File: src/rtl/alu_pkt_engine_if.sv
// Byte-stream bus of alu_pkt_engine: RX byte strobe in, TX valid/ready out,
// plus busy/error status.
interface alu_pkt_engine_if;
   logic [7:0] rx_data_i;
   logic       rx_valid_i;
   logic [7:0] tx_data_o;
   logic       tx_valid_o;
   logic       tx_ready_i;
   logic       busy_o;
   logic       err_o;

   // master: byte source / TX sink; slave: the packet engine
   modport master (
      output rx_data_i, rx_valid_i, tx_ready_i,
      input  tx_data_o, tx_valid_o, busy_o, err_o
   );

   modport slave (
      input  rx_data_i, rx_valid_i, tx_ready_i,
      output tx_data_o, tx_valid_o, busy_o, err_o
   );
endinterface

File: src/rtl/alu_pkt_engine.sv
// Packet engine: parses opcode/rsvd/len header from an RX byte stream and runs
// ECHO, 32-bit ADD or XOR over the payload, returning bytes on a valid/ready TX port.
module alu_pkt_engine #(
   parameter logic [7:0] OP_ECHO = 8'hEC,
   parameter logic [7:0] OP_ADD  = 8'hAD,
   parameter logic [7:0] OP_XOR  = 8'h3C
) (
   input  logic             clk_i,
   input  logic             rst_i,
   alu_pkt_engine_if.slave  bus
);

   typedef enum logic [2:0] {
      S_IDLE, S_RSVD, S_LEN_LO, S_LEN_HI, S_ECHO, S_ACCUM, S_SEND, S_DRAIN
   } state_t;

   state_t      state_q, state_d;
   logic [7:0]  opcode_q, opcode_d;
   logic [7:0]  len_lo_q, len_lo_d;
   logic [15:0] pcnt_q, pcnt_d;
   logic [31:0] acc_q, acc_d;
   logic [31:0] word_q, word_d;
   logic [1:0]  bidx_q, bidx_d;
   logic        pend_q, pend_d;
   logic [1:0]  sidx_q, sidx_d;
   logic [7:0]  tx_data_q, tx_data_d;
   logic        tx_valid_q, tx_valid_d;
   logic        err_q, err_d;
   logic        busy_q;

   logic        rx;
   logic        hs;
   logic [15:0] len_full;
   logic [15:0] len_pay;
   logic [31:0] acc_apply;
   logic [1:0]  sidx_n;

   assign rx        = bus.rx_valid_i;
   assign hs        = tx_valid_q & bus.tx_ready_i;
   assign len_full  = {bus.rx_data_i, len_lo_q};
   assign len_pay   = len_full - 16'd4;
   assign acc_apply = (opcode_q == OP_ADD) ? (acc_q + word_q) : (acc_q ^ word_q);
   assign sidx_n    = sidx_q + 2'd1;

   // NOTE: every *_d gets its hold value first so no path through this block
   // can leave a signal unassigned and infer a latch.
   always_comb begin
      state_d    = state_q;
      opcode_d   = opcode_q;
      len_lo_d   = len_lo_q;
      pcnt_d     = pcnt_q;
      acc_d      = acc_q;
      word_d     = word_q;
      bidx_d     = bidx_q;
      pend_d     = pend_q;
      sidx_d     = sidx_q;
      tx_data_d  = tx_data_q;
      tx_valid_d = tx_valid_q;
      err_d      = 1'b0;

      case (state_q)
         S_IDLE: if (rx) begin
            opcode_d = bus.rx_data_i;
            acc_d    = '0;
            bidx_d   = '0;
            pend_d   = 1'b0;
            state_d  = S_RSVD;
         end

         S_RSVD: if (rx) state_d = S_LEN_LO;

         S_LEN_LO: if (rx) begin
            len_lo_d = bus.rx_data_i;
            state_d  = S_LEN_HI;
         end

         S_LEN_HI: if (rx) begin
            pcnt_d = len_pay;
            if (len_full < 16'd4) begin
               pcnt_d  = '0;
               err_d   = 1'b1;
               state_d = S_IDLE;
            end else if (opcode_q == OP_ECHO) begin
               state_d = (len_pay == 16'd0) ? S_IDLE : S_ECHO;
            end else if (opcode_q == OP_ADD || opcode_q == OP_XOR) begin
               if (len_pay == 16'd0 || len_pay[1:0] != 2'd0) begin
                  err_d   = 1'b1;
                  state_d = S_DRAIN;
               end else begin
                  state_d = S_ACCUM;
               end
            end else begin
               err_d   = 1'b1;
               state_d = S_DRAIN;
            end
         end

         S_ECHO: begin
            if (hs) tx_valid_d = 1'b0;
            if (rx) begin
               // The holding register frees up on the same edge it is accepted.
               if (pcnt_q != 16'd0 && (!tx_valid_q || bus.tx_ready_i)) begin
                  tx_data_d  = bus.rx_data_i;
                  tx_valid_d = 1'b1;
               end else begin
                  err_d = 1'b1;
               end
               if (pcnt_q != 16'd0) pcnt_d = pcnt_q - 16'd1;
            end
            if (pcnt_d == 16'd0 && !tx_valid_d) state_d = S_IDLE;
         end

         S_ACCUM: begin
            if (pend_q) begin
               acc_d  = acc_apply;
               pend_d = 1'b0;
               if (pcnt_q == 16'd0) begin
                  tx_data_d  = acc_apply[7:0];
                  tx_valid_d = 1'b1;
                  sidx_d     = '0;
                  state_d    = S_SEND;
               end
            end
            if (rx) begin
               if (pcnt_q != 16'd0) begin
                  word_d[{bidx_q, 3'b000} +: 8] = bus.rx_data_i;
                  bidx_d = bidx_q + 2'd1;
                  pcnt_d = pcnt_q - 16'd1;
                  if (bidx_q == 2'd3) pend_d = 1'b1;
               end else begin
                  err_d = 1'b1;
               end
            end
         end

         S_SEND: begin
            if (rx) err_d = 1'b1;
            if (hs) begin
               if (sidx_q == 2'd3) begin
                  tx_valid_d = 1'b0;
                  state_d    = S_IDLE;
               end else begin
                  sidx_d    = sidx_n;
                  tx_data_d = acc_q[{sidx_n, 3'b000} +: 8];
               end
            end
         end

         S_DRAIN: begin
            if (pcnt_q == 16'd0) begin
               state_d = S_IDLE;
            end else if (rx) begin
               pcnt_d = pcnt_q - 16'd1;
               if (pcnt_q == 16'd1) state_d = S_IDLE;
            end
         end

         default: state_d = S_IDLE;
      endcase
   end

   // NOTE: sequential state uses non-blocking assignments so all registers
   // update from the same pre-edge values.
   always_ff @(posedge clk_i or posedge rst_i) begin
      if (rst_i) begin
         state_q    <= S_IDLE;
         opcode_q   <= '0;
         len_lo_q   <= '0;
         pcnt_q     <= '0;
         acc_q      <= '0;
         word_q     <= '0;
         bidx_q     <= '0;
         pend_q     <= 1'b0;
         sidx_q     <= '0;
         tx_data_q  <= '0;
         tx_valid_q <= 1'b0;
         err_q      <= 1'b0;
         busy_q     <= 1'b0;
      end else begin
         state_q    <= state_d;
         opcode_q   <= opcode_d;
         len_lo_q   <= len_lo_d;
         pcnt_q     <= pcnt_d;
         acc_q      <= acc_d;
         word_q     <= word_d;
         bidx_q     <= bidx_d;
         pend_q     <= pend_d;
         sidx_q     <= sidx_d;
         tx_data_q  <= tx_data_d;
         tx_valid_q <= tx_valid_d;
         err_q      <= err_d;
         busy_q     <= (state_d != S_IDLE);
      end
   end

   assign bus.tx_data_o  = tx_data_q;
   assign bus.tx_valid_o = tx_valid_q;
   assign bus.err_o      = err_q;
   assign bus.busy_o     = busy_q;

endmodule

File: src/flat_wrapper.sv
// flat-port wrapper written by rule: the top's interface ports become plain ports
module alu_pkt_engine_flat 
#(
   parameter logic [7:0] OP_ECHO = 8'hEC,
   parameter logic [7:0] OP_ADD  = 8'hAD,
   parameter logic [7:0] OP_XOR  = 8'h3C
)
  (clk_i, rst_i, bus_rx_data_i, bus_rx_valid_i, bus_tx_ready_i, bus_tx_data_o, bus_tx_valid_o, bus_busy_o, bus_err_o);
  alu_pkt_engine_if bus_i ();
  input  logic clk_i;
  input  logic rst_i;
  input wire logic [$bits(bus_i.rx_data_i)-1:0] bus_rx_data_i;
  input wire logic [$bits(bus_i.rx_valid_i)-1:0] bus_rx_valid_i;
  input wire logic [$bits(bus_i.tx_ready_i)-1:0] bus_tx_ready_i;
  output wire logic [$bits(bus_i.tx_data_o)-1:0] bus_tx_data_o;
  output wire logic [$bits(bus_i.tx_valid_o)-1:0] bus_tx_valid_o;
  output wire logic [$bits(bus_i.busy_o)-1:0] bus_busy_o;
  output wire logic [$bits(bus_i.err_o)-1:0] bus_err_o;
  assign bus_i.rx_data_i = bus_rx_data_i;
  assign bus_i.rx_valid_i = bus_rx_valid_i;
  assign bus_i.tx_ready_i = bus_tx_ready_i;
  assign bus_tx_data_o = bus_i.tx_data_o;
  assign bus_tx_valid_o = bus_i.tx_valid_o;
  assign bus_busy_o = bus_i.busy_o;
  assign bus_err_o = bus_i.err_o;
  alu_pkt_engine #(.OP_ECHO(OP_ECHO), .OP_ADD(OP_ADD), .OP_XOR(OP_XOR)) u_core (.clk_i(clk_i), .rst_i(rst_i), .bus(bus_i));
endmodule
File: config.mk
export PLATFORM = sky130hd
export DESIGN_NAME = alu_pkt_engine_flat
export DESIGN_NICKNAME = d
export VERILOG_FILES = /design/src/rtl/alu_pkt_engine_if.sv /design/src/rtl/alu_pkt_engine.sv /design/src/flat_wrapper.sv
export SDC_FILE = /design/constraint.sdc
export NUM_CORES = 1
export LEC_CHECK = 0
export CORE_ASPECT_RATIO = 2
export CORE_MARGIN = 3
export CORE_UTILIZATION = 57
export CTS_CLUSTER_DIAMETER = 200
export DETAILED_ROUTE_END_ITERATION = 10
export PLACE_DENSITY_LB_ADDON = 0.1
export SLEW_MARGIN = 40
export SYNTH_ARGS = -nofsm -noshare
export SYNTH_HDL_FRONTEND = slang
export SYNTH_SLANG_ARGS = --single-unit
File: constraint.sdc
create_clock -name clk_i -period 3.56 [get_ports clk_i]
set_input_delay 0.712 -clock clk_i [delete_from_list [all_inputs] [get_ports clk_i]]
set_output_delay 0.712 -clock clk_i [all_outputs]
set_load 0.02 [all_outputs]
======== After elaboration in Yosys (flattened, before gate mapping) ========
Cells that the tools add are included.
operators by class
  $lt $le $gt $ge ......................... 1
  reductions and logical operators ........ 28
  add/sub/neg operators ................... 6
  shifts and indexed selects .............. 3
  bitwise logic cells ..................... 2
  equality and inequality tests ........... 26
  muxes and demuxes ....................... 72
operators by type and width
  kind                      count
  $mux W16                  7
  $mux W32                  3
  $pmux W16 S4              1
  $pmux W32 S2              1
  $logic_not A16 Y1         3
  $mux W8                   6
  $mux W3                   15
  $add A32 B32 Y32          1
  $bwmux W32                1
  $shift A8 B7 Y32 const A  1
  $shiftx A32 B6 Y8         1
  $shiftx A8 B7 Y32         1
  $xor A32 B32 Y32          1
  $pmux W3 S8               1
  $pmux W8 S3               1
  $mux W1                   22
  $mux W2                   9
  $eq A16 B1 Y1 const B     1
  $eq A8 B8 Y1 const B      2
  $lt A16 B3 Y1 const B     1
  $reduce_bool A16 Y1       1
  $sub A16 B1 Y16 const B   1
  $sub A16 B3 Y16 const B   1
  $ne A2 B2 Y1 const B      7
  25 further kinds          49
storage, ports and cells
  bits in registers ....................... 115
  output and inout port bits .............. 11
  word-level logic and storage cells ...... 151

======== Longest topological paths before layout ========
Gate-level depths: netlist (run 1).
  depth after elaboration ................. 11
  mapped depth ............................ 12
  gate-level depth less buffers ........... 11

======== Least setup slack after synthesis (run 1) ========
Ideal clock, no wire load.
  path type ............................... input to register
  from .................................... input bus_rx_data_i[2]
  to ...................................... register u_core.pcnt_q[7]
  stages .................................. 9
  setup time .............................. 130 ps
  path slack .............................. 649 ps
  data arrival time ....................... 2,781 ps
  data required time ...................... 3,430 ps
  path buffers ............................ 2
  path through ............................ buf_2 -> or4_1 -> nor2_1 -> nand2_1 -> or4_1 -> and2_1 -> buf_2 -> a222oi_1 -> o21ai_1
on the way
  longest elaborated chain between the ends .. 4
RTL lines
  what                  RTL line               source
  from (decl)           flat_wrapper.sv:12     input wire logic [$bits(bus_i.rx_data_i)-1:0] bus_rx_data_i;
  $lt A16 B3 Y1         alu_pkt_engine.sv:79   if (len_full < 16'd4) begin
  $mux W16              alu_pkt_engine.sv:79
  $mux W16              alu_pkt_engine.sv:77   S_LEN_HI: if (rx) begin
  $pmux W16 S4          alu_pkt_engine.sv:61   case (state_q)
  to (signal assigned)  alu_pkt_engine.sv:183  pcnt_q <= pcnt_d;
  to (decl)             alu_pkt_engine.sv:20   logic [15:0] pcnt_q, pcnt_d;
No other way between the ends. The select of a mux whose other input is x is not followed.
A chain may end at the register's enable or synchronous reset.

======== Final worst setup path (run 1) ========
  from .................................... register u_core.acc_q[6]
  to ...................................... register u_core.acc_q[29]
on the way
  longest elaborated chain between the ends .. 4
RTL lines
  what                    RTL line               source
  from (decl)             alu_pkt_engine.sv:21   logic [31:0] acc_q, acc_d;
  from (signal assigned)  alu_pkt_engine.sv:170  acc_q <= '0;
  from (signal assigned)  alu_pkt_engine.sv:184  acc_q <= acc_d;
  $add A32 B32 Y32        alu_pkt_engine.sv:42   assign acc_apply = (opcode_q == OP_ADD) ? (acc_q + word_q) : (acc_q ^ word_q);
  $mux W32                alu_pkt_engine.sv:42
  $mux W32                alu_pkt_engine.sv:114  if (pend_q) begin
  $pmux W32 S2            alu_pkt_engine.sv:61
No other way between the ends. The select of a mux whose other input is x is not followed.

==> qor.yml, run 1 <==
slew_viol_final: 0
core_area_um2: 13700
p_leak_nw: 3.87
syn_area_um2: 8060
ant_nets: 0
vias_per_cell: 6.47
port_buffers: 22
syn-num-nets: 1003
critPathLaunchType: "flop"
grt_antenna_before_repair: 0
cts.clk_slew.worst_paths_ns: 0.06
synth_cells: 949
fin_skew_ns: 0.0125
min_period_ns: 3.33
worstPathMaxFanout: 4
p_sw_share_pct: 43.5
synth_ff_type: "dfrtp_1"
busiest_layer: "met2"
pre_cts_ws_ns: 0.127
h-tree-depth: 4
combPwrFrac_pct: 44.7
power_frac_seq_pct: 33.2
use_met1_pct: 33.6
postPlaceCellArea_um2: 8520
numCtsBuffers: 17
track_usage_pct: 35.4
final_common_cell: "nand2_1"
power.density_nw_per_um2: 787
initialDrtViolationCount: 441
placementRows: 60
p_sw_mw: 3.11
synth_edf_count: 0
ys_types: 80
dieArea_um2: 15700
numClockSinks: 115
grt_max_degree: 38
intPower_mw: 4.05
synth_top_area_share_pct: 35.7
hold_slack_ns: 0.480
diodes: 0
first_global_vias: 7833
fp.dieW_um: 90.1
hold_path_class: "reg -> reg"
avgSynthCellArea_um2: 8.49
clk_path_buf_depth: 2
criticalPathCategory: "reg -> reg"
clock_latency_ns: 0.42
slew_headroom_pct: 51.0
final.period_utilization_pct: 93.5
wl_per_cell_um: 23.1
die_h_um: 174
initial_core_util_pct: 59.0
ys_ff_latch: 115
finalWirelength_um: 27000
setup_violations: 0
synth_top_cell_by_area: "dfrtp_1"
drc_errors: 0
end_kind: "flop"
ir_drop_v: 0.000412
rsz0062_at_grt: "false"
setup_ws_ns: 0.231
grt-ovfl-total: 0
synth.area.top_cells: "dfrtp_1 36%, o21ai_0 7.5%, nand2_1 7.1%"
clockPowerShare_pct: 22.1
grt_pass1_wl_um: 42700
drt_first_pass_iters: 5
area_delta_synth_final_pct: 13.0
drive_above_1_share_pct: 12.4
vias: 7569
setup_tns_ns: 0
status: "completed"
cts_tree: "built"
place.gp.congestion: 0.968
yosysSeqAreaShare_pct: 35.7
synthArstFlopShare_pct: 100
final_area_um2: 9100
required_ns: 3.84
io_pins: 23
cp.arrival_ns: 3.61
hpwl_um: 20300
grt_util_met2_pct: 64.8
root_buffer: "clkbuf_16"
worst_pin_slew_ns: 0.732
num-fill-cells: 1184
met3_usage_pct: 4.72
drv_cap: 0
synth_warnings: 0
nets: 1025
layout_common_cells: "152 x nand2_1, 120 x o21ai_0, 115 x dfrtp_1"
hold_viol_final: 0
max_freq_mhz: 300
-- power groups by stage --
stage               registers (mW)  clock network [mW]  logic, mW
finish                        2.38                1.58       3.20
floorplan                     2.10                   0       2.40
detailed placement            2.37                   0       3.15
CTS                           2.35                1.59       3.17
global placement              2.34                   0       3.04
global route                  2.42                1.65       3.52
-- state kept, by name (all words and copies together), names as in the netlist --
name	flops
u_core.acc_q	32
u_core.bidx_q	2
u_core.bus.busy_o	1
u_core.bus.err_o	1
u_core.bus.tx_data_o	8
u_core.bus.tx_valid_o	1
u_core.len_lo_q	8
u_core.opcode_q	8
u_core.pcnt_q	16
u_core.pend_q	1
u_core.sidx_q	2
u_core.state_q	3
u_core.word_q	32
-- critical path, cell delays in order (launching register included) --
cell and delay (ns):
dfrtp_1 0.41, ha_1 0.38, o21ai_0 0.13, nor2_2 0.33, a31oi_1 0.20, buf_4 0.19
o21a_1 0.21, o31ai_1 0.43, a311oi_1 0.19, buf_4 0.19, o21ai_0 0.26, xnor2_1 0.17
o21ai_0 0.10
-- path summary, 6_finish.rpt --
| path | slack [ns] | to | depth (start not counted) | from |
|---|---|---|---|---|
| max | 0.23 | u_core.acc_q[29]$_DFFE_PP0P_ | 12 | u_core.acc_q[6]$_DFFE_PP0P_ |
| min | 0.48 | u_core.bus.tx_data_o[4]$_DFFE_PP0P_ | 2 | u_core.bus.tx_data_o[4]$_DFFE_PP0P_ |
| max reg2reg | 0.23 | u_core.acc_q[29]$_DFFE_PP0P_ | 12 | u_core.acc_q[6]$_DFFE_PP0P_ |
| min reg2reg | 0.48 | u_core.bus.tx_data_o[4]$_DFFE_PP0P_ | 2 | u_core.bus.tx_data_o[4]$_DFFE_PP0P_ |
| max in group asynchronous | 2.24 | u_core.bus.tx_data_o[0]$_DFFE_PP0P_ | 4 | rst_i |
| min in group asynchronous | 0.61 | u_core.acc_q[10]$_DFFE_PP0P_ | 2 | rst_i |
-- cell type report --
cell class | instances | area [um2] | share of cell area (%)
Multi-Input combinational cell | 755 | 4800 | 52.8
Inverter | 20 | 78.8 | 0.866
Tap cell | 186 | 233 | 2.56
Sequential cell | 115 | 2880 | 31.6
Timing Repair Buffer | 62 | 566 | 6.21
Clock inverter | 8 | 52.6 | 0.577
Clock buffer | 24 | 492 | 5.40
-- cells in the mapped netlist, types with 3 or more instances --
library cell	count
nor3_1	27
clkbuf_1	40
buf_6	6
nor3b_1	7
or3_1	4
ha_1	41
buf_2	4
o21bai_1	3
and3_1	10
clkbuf_8	5
o22ai_1	3
o31ai_1	4
a22o_1	5
nand4_1	3
nand2b_1	5
mux2_2	20
a221oi_1	13
a31oi_1	8
o211ai_1	6
nor2_1	66
nor2b_1	7
o21ai_0	120
nand2_1	152
nor4_1	6
o32ai_1	4
dfrtp_1	115
o21a_1	5
nand3b_1	5
xor2_1	20
a222oi_1	4
a211oi_1	5
xnor2_1	24
a21oi_1	55
o21ai_1	9
a21o_1	18
mux4_2	8
inv_1	19
nand3_1	39
-- repair_timing --
item | 4_1_cts | 5_1_grt
resized for setup | 0 | 3
setup buffers | 0 | 0
hold buffers | 0 | 0
setup endpoints to repair | 0 | 3
-- cells by family (layout without fill, tap and decap cells) --
group,after synthesis,in the layout,synth area share (%)
AND/OR/NAND/NOR,355,355,21.0
AO/OA/AOI/OAI,285,285,21.7
flip-flops,115,115,35.7
buffers and inverters,79,114,5.02
XOR/XNOR,44,44,4.78
adder cells (fa/ha/maj),42,42,6.62
multiplexers,29,29,5.16
-- metal layers --
layer | wire length (um) | vias up | part of all wire (%)
li1 | - | 3484 | -
met1 | 8730 | 3621 | 32
met2 | 14500 | 339 | 54
met3 | 1260 | 125 | 4.6
met4 | 2550 | 0 | 9.4
met5 | 0 | - | 0
-- metrics by stage --
stage | power (mW) | instances | utilization, %
floorplan | 4.49 | 949 | -
global placement | 5.39 | 1137 | 62.2
detailed placement | 5.52 | 1137 | 62.4
CTS | 7.11 | 1169 | 66.4
global route | 7.59 | 1170 | 66.6
finish | 7.16 | 1170 | 66.6
Power figures use the tool's default switching activity.
==> run 2, diff against run 1 <==
CAP_MARGIN = 20   (was not set)
CORE_ASPECT_RATIO = 1.2   (was 2)
SLEW_MARGIN = not set   (was 40)
==> qor.yml, run 2 (synthesized netlist as in run 1, its figures left out) <==
setup_tns_ns: 0  # unchanged
place.gp.congestion: 0.977  # +0.92%
hp-start: "u_core.bus.tx_data_o[2]$_DFFE_PP0P_"
cts_tree: "built"
finalWirelength_um: 23900  # -11%
ant_nets: 0  # unchanged
slew_viol_final: 0  # unchanged
cts_hold_buf: 0  # unchanged
cp.arrival_ns: 3.66  # +0.05 ns
clk_path_buf_depth: 2  # unchanged
initial_core_util_pct: 59.6  # +0.60 points
criticalPathCategory: "reg -> reg"
h-tree-depth: 4  # unchanged
numCtsBuffers: 17  # unchanged
combPwrFrac_pct: 41.2  # -3.5 points
fp.dieW_um: 115  # +27%
final.period_utilization_pct: 94.0  # +0.44 points
core_area_um2: 13500  # -1.0%
hold_path_class: "reg -> reg"
wl_per_cell_um: 21.1  # -8.8%
io_pins: 23  # unchanged
end_kind: "flop"
grt-ovfl-total: 0  # unchanged
initialDrtViolationCount: 741  # +68%
post-cts-setup-buffers: 0  # unchanged
diodes: 0  # unchanged
top_regs: "u_core.acc_q: 32 flops, u_core.word_q: 32 flops, u_core.pcnt_q: 16 flops"
cp-startpoint: "u_core.word_q[1]$_DFFE_PP0P_"
ir_drop_v: 0.000504  # +22%
min_to: "u_core.bus.tx_data_o[2]$_DFFE_PP0P_"
r2r_setup_slack_ns: 0.21  # -0.02 ns
die_h_um: 136  # -22%
p_sw_mw: 2.98  # -4.0%
r2r_cells: 10  # -2
reg2reg_to: "u_core.acc_q[31]$_DFFE_PP0P_"
drive_above_1_share_pct: 10.5  # -1.9 points
post_cts_resized: 0  # unchanged
required_ns: 3.87  # +0.03 ns
r2r_start: "u_core.word_q[1]$_DFFE_PP0P_"
nets: 1010  # -1.5%
area_delta_synth_final_pct: 12.1
setup_violations: 0  # unchanged
layout_common_cells: "152 x nand2_1, 120 x o21ai_0, 115 x dfrtp_1"
drv_cap: 0  # unchanged
post-route-util_pct: 66.8  # +0.17 points
cts.clk_slew.worst_paths_ns: 0.06  # about the same
slew_headroom_pct: 30.1  # -21 points
numClockSinks: 115  # unchanged
placementRows: 46  # -23%
grt_antenna_before_repair: 0  # unchanged
grt_pass1_wl_um: 38100  # -11%
first_global_vias: 7237  # -7.6%
track_usage_pct: 31.6  # -3.8 points
final_common_cell: "nand2_1"
hold_viol_final: 0  # unchanged
hpwl_um: 17200  # -15%
drt_first_pass_iters: 6  # +1
p_leak_nw: 3.83  # -0.91%
status: "completed"
grt_max_degree: 49  # +29%
power_frac_seq_pct: 32.4  # -0.8 points
p_sw_share_pct: 40.8  # -2.6 points
worst_pin_slew_ns: 1.04  # +0.309 ns
dieArea_um2: 15600  # -0.51%
intPower_mw: 4.32  # +6.8%
worstPathMaxFanout: 3  # -1
port_buffers: 22  # unchanged
rsz0062_at_grt: "false"
min_period_ns: 3.35  # +0.0158 ns
critPathLaunchType: "flop"
hold_path_depth: 2  # unchanged
clock_latency_ns: 0.43  # about the same
root_buffer: "clkbuf_16"
clockPowerShare_pct: 26.5  # +4.4 points
drc_errors: 0  # unchanged
fin_skew_ns: 0.00756  # -0.00489 ns
power.density_nw_per_um2: 809  # +2.9%
vias_per_cell: 6.59  # +1.9%
max_freq_mhz: 299  # -0.47%
vias: 7487  # -1.1%
-- run 2: cell count changes in the layout (fill, tap and decap cells not counted), moves of 2 or more --
cell       previous run  this run
nor3b_2               3         0
clkbuf_1              3         1
clkinv_2              4         2
clkinv_4              2         0
buf_4                37        23
nor3b_1               4         7
bufinv_16             0         5
-- run 2: power by group through the flow --
stage	combinational, mW	clock [mW]	sequential (mW)
after floorplan	2.40	0	2.10
after global placement	2.87	0	2.33
after detailed placement	2.95	0	2.35
after CTS	2.97	1.94	2.34
after global routing	3.31	2.00	2.41
final	3.01	1.94	2.36
-- run 2: area by class of cell --
class                   count  area, um2
fillers                  1102       4490
inverters                  20       78.8
clock buffers              22        484
repair buffers             47        433
clock inverters             9        175
multi-input cells         755       4770
well taps                 168        210
flip-flops and latches    115       2880
-- run 2: critical path, cell delays in order, from the launching register on --
cell      delay, ns
dfrtp_1        0.42
ha_1           0.35
a211oi_1       0.29
o211ai_1       0.17
a31oi_1        0.34
o211ai_1       0.24
a221o_1        0.38
a221oi_1       0.40
o21ai_1        0.14
nor4b_1        0.16
a311o_1        0.33
-- run 2: per-layer routing --
| metal | global-route usage (%) | part of all wire [%] |
|---|---|---|
| met3 | 6.32 | 6.1 |
| met2 | 53.2 | 50 |
| met5 | 0 | 0 |
| met4 | 13.8 | 4.0 |
| met1 | 39.2 | 40 |
-- run 2: per-stage QoR --
| step | worst slack (ns) | cells | hold slack (ns) | power (mW) | cell area (um2) |
|---|---|---|---|---|---|
| 2_1_floorplan | 0.649 | 949 | 0.450 | 4.49 | 8060 |
| 3_3_place_gp | 0.126 | 1105 | 0.465 | 5.20 | 8370 |
| 3_5_place_dp | 0.107 | 1105 | 0.477 | 5.30 | 8370 |
| 4_1_cts | 0.263 | 1136 | 0.491 | 7.25 | 9030 |
| 5_1_grt | 0.0648 | 1136 | 0.507 | 7.72 | 9030 |
| 6_report | 0.215 | 1136 | 0.484 | 7.31 | 9030 |
-- run 2: worst max-delay path by stage --
stage	slack (ns)	end	cells past startpoint
6_report	0.21	u_core.acc_q[31]$_DFFE_PP0P_	10
5_1_grt	0.06	u_core.acc_q[31]$_DFFE_PP0P_	10
4_1_cts	0.26	u_core.acc_q[31]$_DFFE_PP0P_	10
3_5_place_dp	0.11	u_core.pcnt_q[12]$_DFFE_PP0P_	8
3_3_place_gp	0.13	u_core.pcnt_q[12]$_DFFE_PP0P_	8
2_1_floorplan	0.65	u_core.pcnt_q[7]$_DFFE_PP0P_	9
==> run 3, diff against run 2 <==
SKIP_CTS_REPAIR_TIMING = 1   (was not set)
==> results of run 3 <==
Final layout, timing and power as in run 2 (identical DEF).
